===== src/rtl/axi_mem_arbiter.sv =====
// axi_mem_arbiter: I/D cache read arbitration and D write pass-through onto one AXI3 master port
//
// Ports
//   aclk, aresetn                         clock, async active-low reset
//   i_ar* / i_r*                          I-cache read request and read data
//   d_ar* / d_r*                          D-cache read request and read data
//   d_aw* / d_w* / d_b*                   D-cache write address, data and response
//   ar* / r*                              AXI3 read address and read data channels
//   aw* / w* / b*                         AXI3 write address, data and response channels
//   ar/aw burst, lock, cache, prot        constant INCR, normal, non-cacheable, unprivileged
module axi_mem_arbiter #(
    parameter logic [3:0] I_ID       = 4'd0,
    parameter logic [3:0] D_ID       = 4'd1,
    parameter int         STARVE_MAX = 8
) (
    input  logic        aclk,
    input  logic        aresetn,
    input  logic [31:0] i_araddr,
    input  logic [3:0]  i_arlen,
    input  logic        i_arvalid,
    output logic        i_arready,
    output logic [31:0] i_rdata,
    output logic        i_rlast,
    output logic        i_rvalid,
    input  logic        i_rready,
    input  logic [31:0] d_araddr,
    input  logic [3:0]  d_arlen,
    input  logic [2:0]  d_arsize,
    input  logic        d_arvalid,
    output logic        d_arready,
    output logic [31:0] d_rdata,
    output logic        d_rlast,
    output logic        d_rvalid,
    input  logic        d_rready,
    input  logic [31:0] d_awaddr,
    input  logic [3:0]  d_awlen,
    input  logic [2:0]  d_awsize,
    input  logic        d_awvalid,
    output logic        d_awready,
    input  logic [31:0] d_wdata,
    input  logic [3:0]  d_wstrb,
    input  logic        d_wlast,
    input  logic        d_wvalid,
    output logic        d_wready,
    output logic        d_bvalid,
    input  logic        d_bready,
    output logic [3:0]  arid,
    output logic [31:0] araddr,
    output logic [3:0]  arlen,
    output logic [2:0]  arsize,
    output logic [1:0]  arburst,
    output logic [1:0]  arlock,
    output logic [3:0]  arcache,
    output logic [2:0]  arprot,
    output logic        arvalid,
    input  logic        arready,
    input  logic [3:0]  rid,
    input  logic [31:0] rdata,
    input  logic [1:0]  rresp,
    input  logic        rlast,
    input  logic        rvalid,
    output logic        rready,
    output logic [3:0]  awid,
    output logic [31:0] awaddr,
    output logic [3:0]  awlen,
    output logic [2:0]  awsize,
    output logic [1:0]  awburst,
    output logic [1:0]  awlock,
    output logic [3:0]  awcache,
    output logic [2:0]  awprot,
    output logic        awvalid,
    input  logic        awready,
    output logic [3:0]  wid,
    output logic [31:0] wdata,
    output logic [3:0]  wstrb,
    output logic        wlast,
    output logic        wvalid,
    input  logic        wready,
    input  logic [3:0]  bid,
    input  logic [1:0]  bresp,
    input  logic        bvalid,
    output logic        bready
);
    localparam int SW = $clog2(STARVE_MAX + 1);

    typedef enum logic [1:0] {R_IDLE, R_AR, R_DATA} rstate_t;
    typedef enum logic [1:0] {W_IDLE, W_AW, W_DATA, W_RESP} wstate_t;

    rstate_t       rstate;
    wstate_t       wstate;
    logic          grant_d;
    logic [SW-1:0] starve_cnt;
    logic          wr_busy, starved, d_win, rd_i, rd_d, w_data, w_resp;
    logic          unused;

    assign unused = ^{rid, rresp, bid, bresp};

    assign arburst = 2'b01;
    assign arlock  = 2'b00;
    assign arcache = 4'h0;
    assign arprot  = 3'h0;
    assign awburst = 2'b01;
    assign awlock  = 2'b00;
    assign awcache = 4'h0;
    assign awprot  = 3'h0;

    // A write counts as outstanding from the moment its address is offered until B completes,
    // so a D read can never overtake a write to the same location.
    assign wr_busy = (wstate != W_IDLE) | d_awvalid;
    assign starved = i_arvalid & (starve_cnt == SW'(STARVE_MAX));
    assign d_win   = d_arvalid & ~wr_busy & ~starved;

    always_ff @(posedge aclk or negedge aresetn) begin
        if (!aresetn) begin
            rstate     <= R_IDLE;
            grant_d    <= 1'b0;
            arvalid    <= 1'b0;
            arid       <= '0;
            araddr     <= '0;
            arlen      <= '0;
            arsize     <= '0;
            starve_cnt <= '0;
        end else begin
            case (rstate)
                R_IDLE: begin
                    if (d_win) begin
                        rstate  <= R_AR;
                        grant_d <= 1'b1;
                        arvalid <= 1'b1;
                        arid    <= D_ID;
                        araddr  <= d_araddr;
                        arlen   <= d_arlen;
                        arsize  <= d_arsize;
                        if (i_arvalid && starve_cnt != SW'(STARVE_MAX))
                            starve_cnt <= starve_cnt + 1'b1;
                    end else if (i_arvalid) begin
                        rstate     <= R_AR;
                        grant_d    <= 1'b0;
                        arvalid    <= 1'b1;
                        arid       <= I_ID;
                        araddr     <= i_araddr;
                        arlen      <= i_arlen;
                        arsize     <= 3'b010;
                        starve_cnt <= '0;
                    end
                end
                R_AR: begin
                    if (arready) begin
                        arvalid <= 1'b0;
                        rstate  <= R_DATA;
                    end
                end
                R_DATA: begin
                    if (rvalid && rready && rlast)
                        rstate <= R_IDLE;
                end
                default: rstate <= R_IDLE;
            endcase
        end
    end

    assign rd_i      = (rstate == R_DATA) & ~grant_d;
    assign rd_d      = (rstate == R_DATA) & grant_d;
    assign i_arready = (rstate == R_AR) & ~grant_d & arready;
    assign d_arready = (rstate == R_AR) & grant_d & arready;
    assign i_rvalid  = rd_i & rvalid;
    assign i_rlast   = rd_i & rlast;
    assign i_rdata   = rd_i ? rdata : '0;
    assign d_rvalid  = rd_d & rvalid;
    assign d_rlast   = rd_d & rlast;
    assign d_rdata   = rd_d ? rdata : '0;
    assign rready    = (rd_i & i_rready) | (rd_d & d_rready);

    always_ff @(posedge aclk or negedge aresetn) begin
        if (!aresetn) begin
            wstate  <= W_IDLE;
            awvalid <= 1'b0;
            awid    <= '0;
            awaddr  <= '0;
            awlen   <= '0;
            awsize  <= '0;
        end else begin
            case (wstate)
                W_IDLE: begin
                    if (d_awvalid) begin
                        wstate  <= W_AW;
                        awvalid <= 1'b1;
                        awid    <= D_ID;
                        awaddr  <= d_awaddr;
                        awlen   <= d_awlen;
                        awsize  <= d_awsize;
                    end
                end
                W_AW: begin
                    if (awready) begin
                        awvalid <= 1'b0;
                        wstate  <= W_DATA;
                    end
                end
                W_DATA: begin
                    if (wvalid && wready && wlast)
                        wstate <= W_RESP;
                end
                W_RESP: begin
                    if (bvalid && bready)
                        wstate <= W_IDLE;
                end
            endcase
        end
    end

    assign w_data    = (wstate == W_DATA);
    assign w_resp    = (wstate == W_RESP);
    assign d_awready = (wstate == W_AW) & awready;
    assign wvalid    = w_data & d_wvalid;
    assign d_wready  = w_data & wready;
    assign wdata     = w_data ? d_wdata : '0;
    assign wstrb     = w_data ? d_wstrb : '0;
    assign wlast     = w_data & d_wlast;
    assign wid       = w_data ? D_ID : '0;
    assign d_bvalid  = w_resp & bvalid;
    assign bready    = w_resp & d_bready;
endmodule


===== config.mk =====
export PLATFORM = sky130hd
export DESIGN_NAME = axi_mem_arbiter
export DESIGN_NICKNAME = d
export VERILOG_FILES = /design/src/rtl/axi_mem_arbiter.sv
export SDC_FILE = /design/constraint.sdc
export NUM_CORES = 1
export LEC_CHECK = 0
export BUFFER_PORTS_ARGS = -buffer_cell sky130_fd_sc_hd__buf_2
export CORE_AREA = 2 2 167 169
export DETAILED_ROUTE_END_ITERATION = 8
export DIE_AREA = 0 0 169 171
export MAX_ROUTING_LAYER = met4
export PLACE_DENSITY = 0.45
export SLEW_MARGIN = 40
export SYNTH_ARGS = -nofsm -noshare
export SYNTH_HDL_FRONTEND = slang
export SYNTH_SLANG_ARGS = --single-unit

===== constraint.sdc =====
create_clock -name aclk -period 1.65 [get_ports aclk]
set_input_delay 0.165 -clock aclk [delete_from_list [all_inputs] [get_ports aclk]]
set_output_delay 0.165 -clock aclk [all_outputs]
set_load 0.01 [all_outputs]

==> results of run 1 <==
==> Yosys cell counts (all sizes together) <==
cell type  count
a211o          1
a21o           2
a21oi          1
a221o          1
a41o           1
and2         110
and3           1
buf           51
clkbuf        10
conb           2
dfrtp         90
ha             6
inv           11
mux2          40
mux2i         38
nand2         47
nand2b         3
nand3          3
nand3b         2
nor2           8
nor2b          1
nor3           2
nor4b          1
o21ai         43
o21bai         1
o31ai          3
o32a           1
==> power groups by stage <==
stage          Sequential, uW  Clock [uW]  Combinational [uW]
5_1_grt                  3890        2290                8650
2_1_floorplan            4240           0                2740
6_report                 3740        2110                8030
4_1_cts                  3720        2200                6540
3_3_place_gp             3710           0                5910
3_5_place_dp             3750           0                5930
==> flip-flops by register name, summed over array words and instances, names as in the netlist <==
signal and flops:
starve_cnt 4, arlen 4, awsize 3, arvalid 1, rstate 2, arsize 3, awaddr 32, arid 1
awvalid 1, araddr 32, awlen 4, wstate 2, awid 1
==> stage by stage <==
| stage | worst slack (ns) | cell area [um2] | total power [uW] |
|---|---|---|---|
| final | -0.0984 | 8880 | 13900 |
| after global routing | -0.165 | 8880 | 14800 |
| after CTS | -0.154 | 7940 | 12500 |
| after detailed placement | -0.0894 | 7320 | 9680 |
| after global placement | -0.0611 | 7320 | 9620 |
| after floorplan | 0.0255 | 5020 | 6980 |
==> path summary, 6_finish.rpt <==
kind,from,end,slack [ns],cells past startpoint
setup / recovery,rstate[0]$_DFFE_PN0P_,i_rdata[10],-0.1,6
min in group asynchronous,aresetn,awaddr[2]$_DFFE_PN0P_,0.30,2
setup reg to reg,wstate[1]$_DFFE_PN0P_,araddr[14]$_DFFE_PN0P_,-0.09,7
hold / removal,arready,rstate[0]$_DFFE_PN0P_,0.03,2
max in group asynchronous,aresetn,arlen[3]$_DFFE_PN0P_,0.79,3
hold reg to reg,awid[0]$_DFFE_PN0P_,awid[0]$_DFFE_PN0P_,0.46,1
==> area by class of cell <==
class                      instances  area (um2)
antenna                            2        5.00
clock buffer                      10         229
clock inverter                     6        73.8
fill                            2899       18400
inverter                          11        41.3
multi-input combinational        348        2670
sequential                        90        2250
tap                              346         433
timing repair buffer             441        3170
==> cell families (layout without fill, tap and decap cells) <==
group	after synthesis	count (layout)	share of synthesized area (%)
other	2	33	0.153
and+or+nand+nor	178	178	20.2
buffers and inverters	72	468	9.12
muxes	78	78	16.9
adders and majority gates	6	6	1.53
AOI/OAI and AO/OA	54	55	6.19
DFF	90	90	45.9
==> repair_timing <==
item / CTS / global route
pin swaps: 3 / 47
gates resized for setup: 52 / 131
endpoints found under the hold margin: 29 / 0
gates cloned: 3 / 18
hold buffers: 1 / 0
setup endpoints to repair: 155 / 186
buffers inserted: 3 / 4
==> worst max-delay path, stage by stage (launching register included) <==
cell,delay [ns]
dfrtp_1,0.39
nand2b_4,0.18
nor2_4,0.13
buf_12,0.15
clkbuf_16,0.16
and2_4,0.14
buf_6,0.10
==> routing by layer <==
metal / global-route usage (%) / up-vias / routed length [um]
li1: - / 2367 / -
met1: 12.7 / 2337 / 7970
met2: 23.7 / 238 / 11900
met3: 2.91 / 19 / 1540
met4: 3.23 / 0 / 265
met5: - / - / 0
==> results.sh, run 1 <==
export IMPL_mostFrequentLayoutCells="buf_2 (334), dfrtp_1 (88), and2_1 (66), buf_6 (64), and2_4 (44)"
export IMPL_synth_cell_area_um2=4910
export IMPL_clk_path_buf_depth=2
export IMPL_clk_pin_slew_ns=0.06
export IMPL_yosys_warnings=0
export IMPL_io_buffers=393
export IMPL_synth_top_area_share_pct=45.9
export IMPL_clockRootBuffer="clkbuf_16"
export IMPL_grt_pass1_vias=4516
export IMPL_yosys_area_top_type="dfrtp_1"
export IMPL_synth_seq_area_share_pct=45.9
export IMPL_chipWidth_um=169
export IMPL_ys_types=32
export IMPL_combPwrFrac_pct=57.8
export IMPL_fin_cells=1254
export IMPL_cts_max_level=3
export IMPL_rsz0062_at_grt="yes"
export IMPL_ant_nets=0
export IMPL_ios=437
export IMPL_final_nets=1117
export IMPL_fp_dieH_um=171
export IMPL_wl_per_cell_um=17.3
export IMPL_dr_pass1_iters=4
export IMPL_required_ns=1.48
export IMPL_syn2layout_area_growth_pct=80.9
export IMPL_min_period_ns=1.75
export IMPL_grt_usage_pct=12.4
export IMPL_cp_max_fo=8
export IMPL_fin_ws_ns=-0.0984
export IMPL_routed_via_density=3.96
export IMPL_fmax_mhz=572
export IMPL_pwr_share_clk_pct=15.2
export IMPL_finalCritPeriodShare_pct=106
export IMPL_arrival_ns=1.58
export IMPL_avgSynthCellArea_um2=10.2
export IMPL_placementRows=61
export IMPL_vias=4961
export IMPL_holdWs_ns=0.0266
export IMPL_antenna_found_initial=4
export IMPL_violations="negative setup slack"
export IMPL_p_int_uw=8730
export IMPL_grt_pass1_wl_mm=26.2
export IMPL_skew_ns=0.0163
export IMPL_grt_overflow=0
export IMPL_insertion_delay_ns=0.35
export IMPL_maxSlewViolCount=0
export IMPL_peakVddDrop_uv=381
export IMPL_synth_seq_cells=90
export IMPL_status="finished, violations left"
export IMPL_sw_frac_of_total_pct=37.1
export IMPL_initial_core_util_pct=18.0
export IMPL_hold_path_class="in -> reg"
export IMPL_dp_cells=1209
export IMPL_grt_max_degree=41
export IMPL_seq_power_share_pct=27.0
export IMPL_core_area_um2=27300
export IMPL_cp_end_kind="primary output"
export IMPL_start_kind="flip-flop"
export IMPL_dieArea_um2=28900
export IMPL_p_leak_uw=0.00481
export IMPL_setup_viol=114
export IMPL_crit_type="reg -> out"
export IMPL_hold_viol=0
export IMPL_tns_ns=-6.46
export IMPL_drt_initial_drc_count=193
export IMPL_postSynthCellCount=480
export IMPL_power_switching_uw=5150
export IMPL_numCtsBuffers=9
export IMPL_wl_mm=21.7
export IMPL_synthTopCellsByArea="dfrtp_1 (46%), and2_1 (14%), mux2_2 (9.2%)"
export IMPL_dp_hpwl_mm=15.2
export IMPL_final_util_pct=32.5
export IMPL_place_congestion=0.729
export IMPL_mostFrequentLayoutCell="buf_2"
export IMPL_drc=0
export IMPL_cts_sinks=90
export IMPL_p_per_area_nw_per_um2=1560
export IMPL_cts_tree="yes"
export IMPL_drive_gt1_share_pct=64.2
export IMPL_cap_violations=0
No activity file was read; power rests on OpenSTA's default activity.
==> run 2: changes to the inputs <==
==> constraint.sdc (replaced) <==
create_clock -name aclk -period 1.4 [get_ports aclk]
set_input_delay 0.14 -clock aclk [delete_from_list [all_inputs] [get_ports aclk]]
set_output_delay 0.14 -clock aclk [all_outputs]
set_load 0.01 [all_outputs]
==> run 2 against run 1 <==
  * The flow still finishes with violations (negative setup slack)
  * Hold slack worse by 0.0066 ns
  * First-iteration DRC count fell by 10%
  * Die area is the same
  * Global-route usage grew 0.48 points
  * Sequential share of layout area down 0.29 points
  * Cell count rose by 2.2%
  * Utilization is 0.38 points higher
  * Wire length is 6.0% lower
  * Clock power rose by 22%
  * Total power is 13% higher
  * Critical path type unchanged
  * Largest cell class unchanged
==> results.sh, run 2 (synthesis gave the netlist of run 1 again) <==
export IMPL_status="finished, violations left"
export IMPL_violations="negative setup slack"
export IMPL_antenna_found_initial=4
export IMPL_cpPeakStageDelay_ns=0.40
export IMPL_chipWidth_um=169
export IMPL_dr_pass1_iters=4
export IMPL_pwr_share_clk_pct=16.3
export IMPL_required_ns=1.26
export IMPL_mostFrequentLayoutCell="buf_2"
export IMPL_initial_core_util_pct=18.0
export IMPL_dieArea_um2=28900
export IMPL_met2_usage_pct=24.7
export IMPL_hold_viol=0
export IMPL_drc=0
export IMPL_cts_tree="yes"
export IMPL_cts_sinks=90
export IMPL_seq_power_share_pct=28.0
export IMPL_p_leak_uw=0.00491
export IMPL_maxSlewViolCount=0
export IMPL_clockRootBuffer="clkbuf_16"
export IMPL_fin_ws_ns=-0.363
export IMPL_start_kind="flip-flop"
export IMPL_rsz0062_at_grt="yes"
export IMPL_core_area_um2=27300
export IMPL_arrival_ns=1.62
export IMPL_crit_slowest_cell="dfrtp_1"
export IMPL_use_met3_pct=3.01
export IMPL_final_util_pct=32.9
export IMPL_grt_usage_pct=12.9
export IMPL_vias=4991
export IMPL_syn2layout_area_growth_pct=83.0
export IMPL_cp_max_fo=10
export IMPL_routed_via_density=3.89
export IMPL_reg_top3="araddr: 32 flops, awaddr: 32 flops"
export IMPL_p_per_area_nw_per_um2=1750
export IMPL_grt_overflow=0
export IMPL_drt_initial_drc_count=173
export IMPL_ant_nets=0
export IMPL_io_buffers=393
export IMPL_gr_usage_met1_pct=13.0
export IMPL_combPwrFrac_pct=55.6
export IMPL_p_int_uw=9870
export IMPL_clk_pin_slew_ns=0.07
export IMPL_wl_mm=20.4
export IMPL_hold_path_class="in -> reg"
export IMPL_mostFrequentLayoutCells="buf_2 (331), dfrtp_1 (88), buf_6 (65), and2_1 (58), and2_4 (52)"
export IMPL_fmax_mhz=567
export IMPL_sw_frac_of_total_pct=37.2
export IMPL_wl_per_cell_um=15.9
export IMPL_tns_ns=-53.09
export IMPL_min_period_ns=1.76
export IMPL_setup_viol=201
export IMPL_dp_hpwl_mm=14.7
export IMPL_drive_gt1_share_pct=61.2
export IMPL_cap_violations=0
export IMPL_grt_pass1_wl_mm=27.3
export IMPL_placementRows=61
export IMPL_numCtsBuffers=9
export IMPL_insertion_delay_ns=0.35
export IMPL_final_nets=1144
export IMPL_grt_pass1_vias=4800
export IMPL_cts_max_level=3
export IMPL_fp_dieH_um=171
export IMPL_place_congestion=0.803
export IMPL_clk_path_buf_depth=2
export IMPL_grt_max_degree=48
export IMPL_skew_ns=0.0136
export IMPL_peakVddDrop_uv=571
export IMPL_crit_chain="inv_2 > buf_6 > ha_4 > clkbuf_16 > and2_1 > buf_4"
export IMPL_power_switching_uw=5850
export IMPL_finalCritPeriodShare_pct=126
export IMPL_grt_busiest_layer="met2"
export IMPL_cp_end_kind="primary output"
export IMPL_ios=437
export IMPL_crit_type="reg -> out"
==> run 2: cell count changes in the layout (fill, tap and decap cells not counted), moves of 3 or more <==
cell | previous run | this run
buf_4 | 11 | 21
o21ai_1 | 35 | 39
mux2i_1 | 28 | 34
buf_2 | 334 | 331
and2_4 | 44 | 52
nand2_4 | 5 | 1
clkbuf_16 | 22 | 16
nand2_1 | 39 | 46
mux2i_2 | 7 | 3
nand2_2 | 3 | 0
o21ai_2 | 4 | 0
dlygate4sd3_1 | 1 | 28
and2_1 | 66 | 58
==> run 2: area by class of cell <==
class	instances	area, um2
clock buffer	9	225
antenna	3	7.51
timing repair buffer	469	3370
sequential	90	2250
tap	346	433
inverter	11	43.8
clock inverter	7	82.6
fill	2860	18300
multi-input combinational	347	2560
==> run 2: worst paths after layout <==
check | start | slack (ns) | depth (start not counted) | to
setup / recovery | wstate[0]$_DFFE_PN0P_ | -0.36 | 6 | wdata[5]
hold reg to reg | awid[0]$_DFFE_PN0P_ | 0.47 | 1 | awid[0]$_DFFE_PN0P_
hold / removal | d_awaddr[7] | 0.02 | 2 | awaddr[7]$_DFFE_PN0P_
max in group asynchronous | aresetn | 0.82 | 3 | arid[0]$_DFFE_PN0P_
min in group asynchronous | aresetn | 0.32 | 3 | awlen[0]$_DFFE_PN0P_
setup reg to reg | wstate[1]$_DFFE_PN0P_ | -0.33 | 8 | araddr[14]$_DFFE_PN0P_
==> run 2: power groups by stage <==
| stage | clock (uW) | sequential [uW] | combinational (uW) |
|---|---|---|---|
| floorplan | 0 | 5010 | 3410 |
| global placement | 0 | 4420 | 7000 |
| detailed placement | 0 | 4470 | 7030 |
| CTS | 2690 | 4410 | 7930 |
| global route | 2800 | 4550 | 9490 |
| finish | 2570 | 4400 | 8750 |
==> run 2: what timing repair did <==
action	4_1_cts	5_1_grt
setup buffers	7	7
hold buffers	27	1
pin swaps	5	45
gates resized for setup	60	110
gates cloned	6	9
setup endpoints to repair	201	201
endpoints found under the hold margin	116	1
==> run 2: per-stage QoR <==
stage / instance area, um2 / hold WS, ns / total power, uW / std cells / worst slack, ns
6_report: 8980 / 0.0201 / 15700 / 1282 / -0.363
5_1_grt: 8980 / 0.0109 / 16800 / 1282 / -0.432
4_1_cts: 8340 / 0.000176 / 15000 / 1265 / -0.370
3_5_place_dp: 7330 / 0.160 / 11500 / 1209 / -0.253
3_3_place_gp: 7330 / 0.160 / 11400 / 1209 / -0.237
2_1_floorplan: 5090 / -0.156 / 8420 / 509 / -0.170
==> run 2: critical path, delay by kind of cell, from the launching register on <==
| kind | cells | cell delay, ns |
|---|---|---|
| adders and majority gates | 1 | 0.24 |
| DFF | 1 | 0.40 |
| and+or+nand+nor | 1 | 0.12 |
| buffers and inverters | 4 | 0.51 |
==> run 2: layer usage <==
layer  up-vias  part of all wire (%)  routed length (um)
met4         0                   1.5                 306
met2       232                    55               11300
li1       2419                     -                   -
met5         -                     0                   0
met1      2322                    36                7340
met3        18                   7.1                1440
==> run 3: changes to the inputs <==
--- a/config.mk
+++ b/config.mk
@@ -5,8 +5,10 @@
 export SDC_FILE = /design/constraint.sdc
 export NUM_CORES = 1
 export LEC_CHECK = 0
+export ABC_CLOCK_PERIOD_IN_PS = 1400
 export BUFFER_PORTS_ARGS = -buffer_cell sky130_fd_sc_hd__buf_2
 export CORE_AREA = 2 2 167 169
+export CTS_BUF_LIST = sky130_fd_sc_hd__clkbuf_4 sky130_fd_sc_hd__clkbuf_8
 export DETAILED_ROUTE_END_ITERATION = 8
 export DIE_AREA = 0 0 169 171
 export MAX_ROUTING_LAYER = met4
==> run 3 against run 2 <==
  * The flow still finishes with violations (negative setup slack)
  * Non-clock buffer count rose by 34
  * Clock skew up 0.0031 ns
  * Worst setup slack lost 0.011 ns
  * Wire length grew 4.1%
  * Critical endpoint is now i_rdata[17]
  * Die area unchanged
  * Utilization rose by 1.4 points
  * Cell count increased by 2.7%
  * First-iteration DRC count down 4.0%
  * Clock-buffer cell count stayed put
  * Sequential power grew 0.9%
  * Clock power shrank 24%
==> results.sh, run 3 (synthesis gave the netlist of run 1 again) <==
export IMPL_seq_power_share_pct=28.2
export IMPL_grt_usage_pct=13.3
export IMPL_r2r_end="araddr[17]$_DFFE_PN0P_"
export IMPL_worstReg2RegStart="wstate[1]$_DFFE_PN0P_"
export IMPL_numCtsBuffers=9
export IMPL_dr_pass1_iters=4
export IMPL_total_power_uw=15700
export IMPL_grt_pass1_wl_mm=28.1
export IMPL_core_area_um2=27300
export IMPL_crit_chain="buf_4 > nor2_2 > buf_12 > and2_1 > buf_2"
export IMPL_chipWidth_um=169
export IMPL_combPwrFrac_pct=59.4
export IMPL_violations="negative setup slack"
export IMPL_r2r_setup_slack_ns=-0.35
export IMPL_multi_input_area_um2=2730
export IMPL_vias=5145
export IMPL_cp_top_family="buffers and inverters"
export IMPL_grt_pass1_vias=4916
export IMPL_skew_ns=0.0167
export IMPL_placementRows=61
export IMPL_cp_end_kind="primary output"
export IMPL_cts_max_level=3
export IMPL_mostFrequentLayoutCells="buf_2 (339), dfrtp_1 (89), and2_1 (74), buf_6 (52), dlygate4sd3_1 (49)"
export IMPL_antenna_found_initial=4
export IMPL_min_to="araddr[6]$_DFFE_PN0P_"
export IMPL_rr_worst_depth=8
export IMPL_wl_per_cell_um=16.1
export IMPL_p_per_area_nw_per_um2=1680
export IMPL_rsz0062_at_grt="yes"
export IMPL_min_period_ns=1.77
export IMPL_cts_tree="yes"
export IMPL_clockRootBuffer="clkbuf_8"
export IMPL_p_leak_uw=0.00511
export IMPL_wl_mm=21.2
export IMPL_p_int_uw=9650
export IMPL_insertion_delay_ns=0.38
export IMPL_fp_dieH_um=171
export IMPL_setup_viol=202
export IMPL_power_switching_uw=6080
export IMPL_drive_gt1_share_pct=61.0
export IMPL_final_util_pct=34.2
export IMPL_finalCritPeriodShare_pct=127
export IMPL_crit_slowest_cell="dfrtp_2"
export IMPL_register_area_um2=2250
export IMPL_cp_max_fo=34
export IMPL_fin_ws_ns=-0.374
export IMPL_clk_pin_slew_ns=0.11
export IMPL_hold_path_class="in -> reg"
export IMPL_place_congestion=0.803
export IMPL_syn2layout_area_growth_pct=90.6
export IMPL_pwr_share_clk_pct=12.4
export IMPL_status="finished, violations left"
export IMPL_min_from="i_araddr[6]"
export IMPL_hold_viol=0
export IMPL_sw_frac_of_total_pct=38.7
export IMPL_drc=0
export IMPL_cp_num_buf_inv=3
export IMPL_cts_sinks=90
export IMPL_cap_violations=0
export IMPL_grt_overflow=0
export IMPL_io_buffers=393
export IMPL_arrival_ns=1.63
export IMPL_clk_path_buf_depth=2
export IMPL_maxSlewViolCount=0
export IMPL_fmax_mhz=564
export IMPL_grt_max_degree=48
export IMPL_routed_via_density=3.91
export IMPL_mostFrequentLayoutCell="buf_2"
export IMPL_peakVddDrop_uv=518
export IMPL_worstHoldPathCells=3
export IMPL_drt_initial_drc_count=166
export IMPL_start_kind="flip-flop"
export IMPL_dieArea_um2=28900
export IMPL_fill_cells=2832
export IMPL_final_nets=1178
export IMPL_cpPeakStageDelay_ns=0.47
export IMPL_required_ns=1.26
export IMPL_initial_core_util_pct=18.0
export IMPL_dp_hpwl_mm=14.7
export IMPL_crit_type="reg -> out"
export IMPL_ios=437
export IMPL_reg_top3="araddr: 32 flops, awaddr: 32 flops"
export IMPL_ant_nets=0
[run 3: stage by stage]
step	cell area [um2]	setup WS, ns	TNS [ns]	cells	hold slack, ns
after floorplan	5090	-0.170	-4.98	509	-0.156
after global placement	7330	-0.237	-14.62	1209	0.160
after detailed placement	7330	-0.253	-16.47	1209	0.160
after CTS	8650	-0.412	-61.21	1297	0.00102
after global routing	9360	-0.466	-79.68	1316	0.000973
final	9360	-0.374	-61.83	1316	0.0222
[run 3: layer usage]
| layer | global-route usage, % | share of wire (%) | up-vias |
|---|---|---|---|
| met5 | - | 0 | - |
| met4 | 4.72 | 1.7 | 0 |
| met3 | 2.54 | 6.4 | 20 |
| met2 | 25.2 | 55 | 224 |
| met1 | 13.7 | 37 | 2417 |
| li1 | - | - | 2484 |
[run 3: timing repair]
action | CTS | global route
cloned | 10 | 10
gates resized for setup | 66 | 132
endpoints found under the setup margin | 201 | 202
hold endpoints to repair | 136 | 1
hold buffers | 48 | 1
setup buffers | 14 | 13
pin swaps | 7 | 36
[run 3: how the worst max path moves through the flow]
| stage | from | depth (start not counted) | end | slack [ns] |
|---|---|---|---|---|
| 6_report | arid[0]$_DFFE_PN0P_ | 5 | i_rdata[17] | -0.37 |
| 2_1_floorplan | wstate[0]$_DFFE_PN0P_ | 6 | wstate[1]$_DFFE_PN0P_ | -0.17 |
| 3_5_place_dp | wstate[0]$_DFFE_PN0P_ | 6 | wstate[1]$_DFFE_PN0P_ | -0.25 |
| 5_1_grt | rstate[0]$_DFFE_PN0P_ | 6 | d_rdata[9] | -0.47 |
| 4_1_cts | rstate[0]$_DFFE_PN0P_ | 6 | d_rdata[8] | -0.41 |
| 3_3_place_gp | wstate[0]$_DFFE_PN0P_ | 6 | wstate[1]$_DFFE_PN0P_ | -0.24 |
[run 3: power groups by stage]
stage	sequential, uW	combinational, uW	clock (uW)
after global placement	4420	7000	0
final	4440	9340	1950
after floorplan	5010	3410	0
after detailed placement	4470	7030	0
after CTS	4400	8340	2060
after global routing	4590	10100	2170
[run 3: layout make-up]
type	count	area share (%)
inverter	11	0.468
multi-input combinational	347	29.1
clock buffer	9	1.32
tap	346	4.63
sequential	90	24.1
clock inverter	7	0.882
timing repair buffer	503	39.4
antenna	3	0.0802
[run 3: worst min-delay path, stage by stage]
cell and delay, ns:
buf_2 0.07, mux2i_1 0.06, o21ai_1 0.10
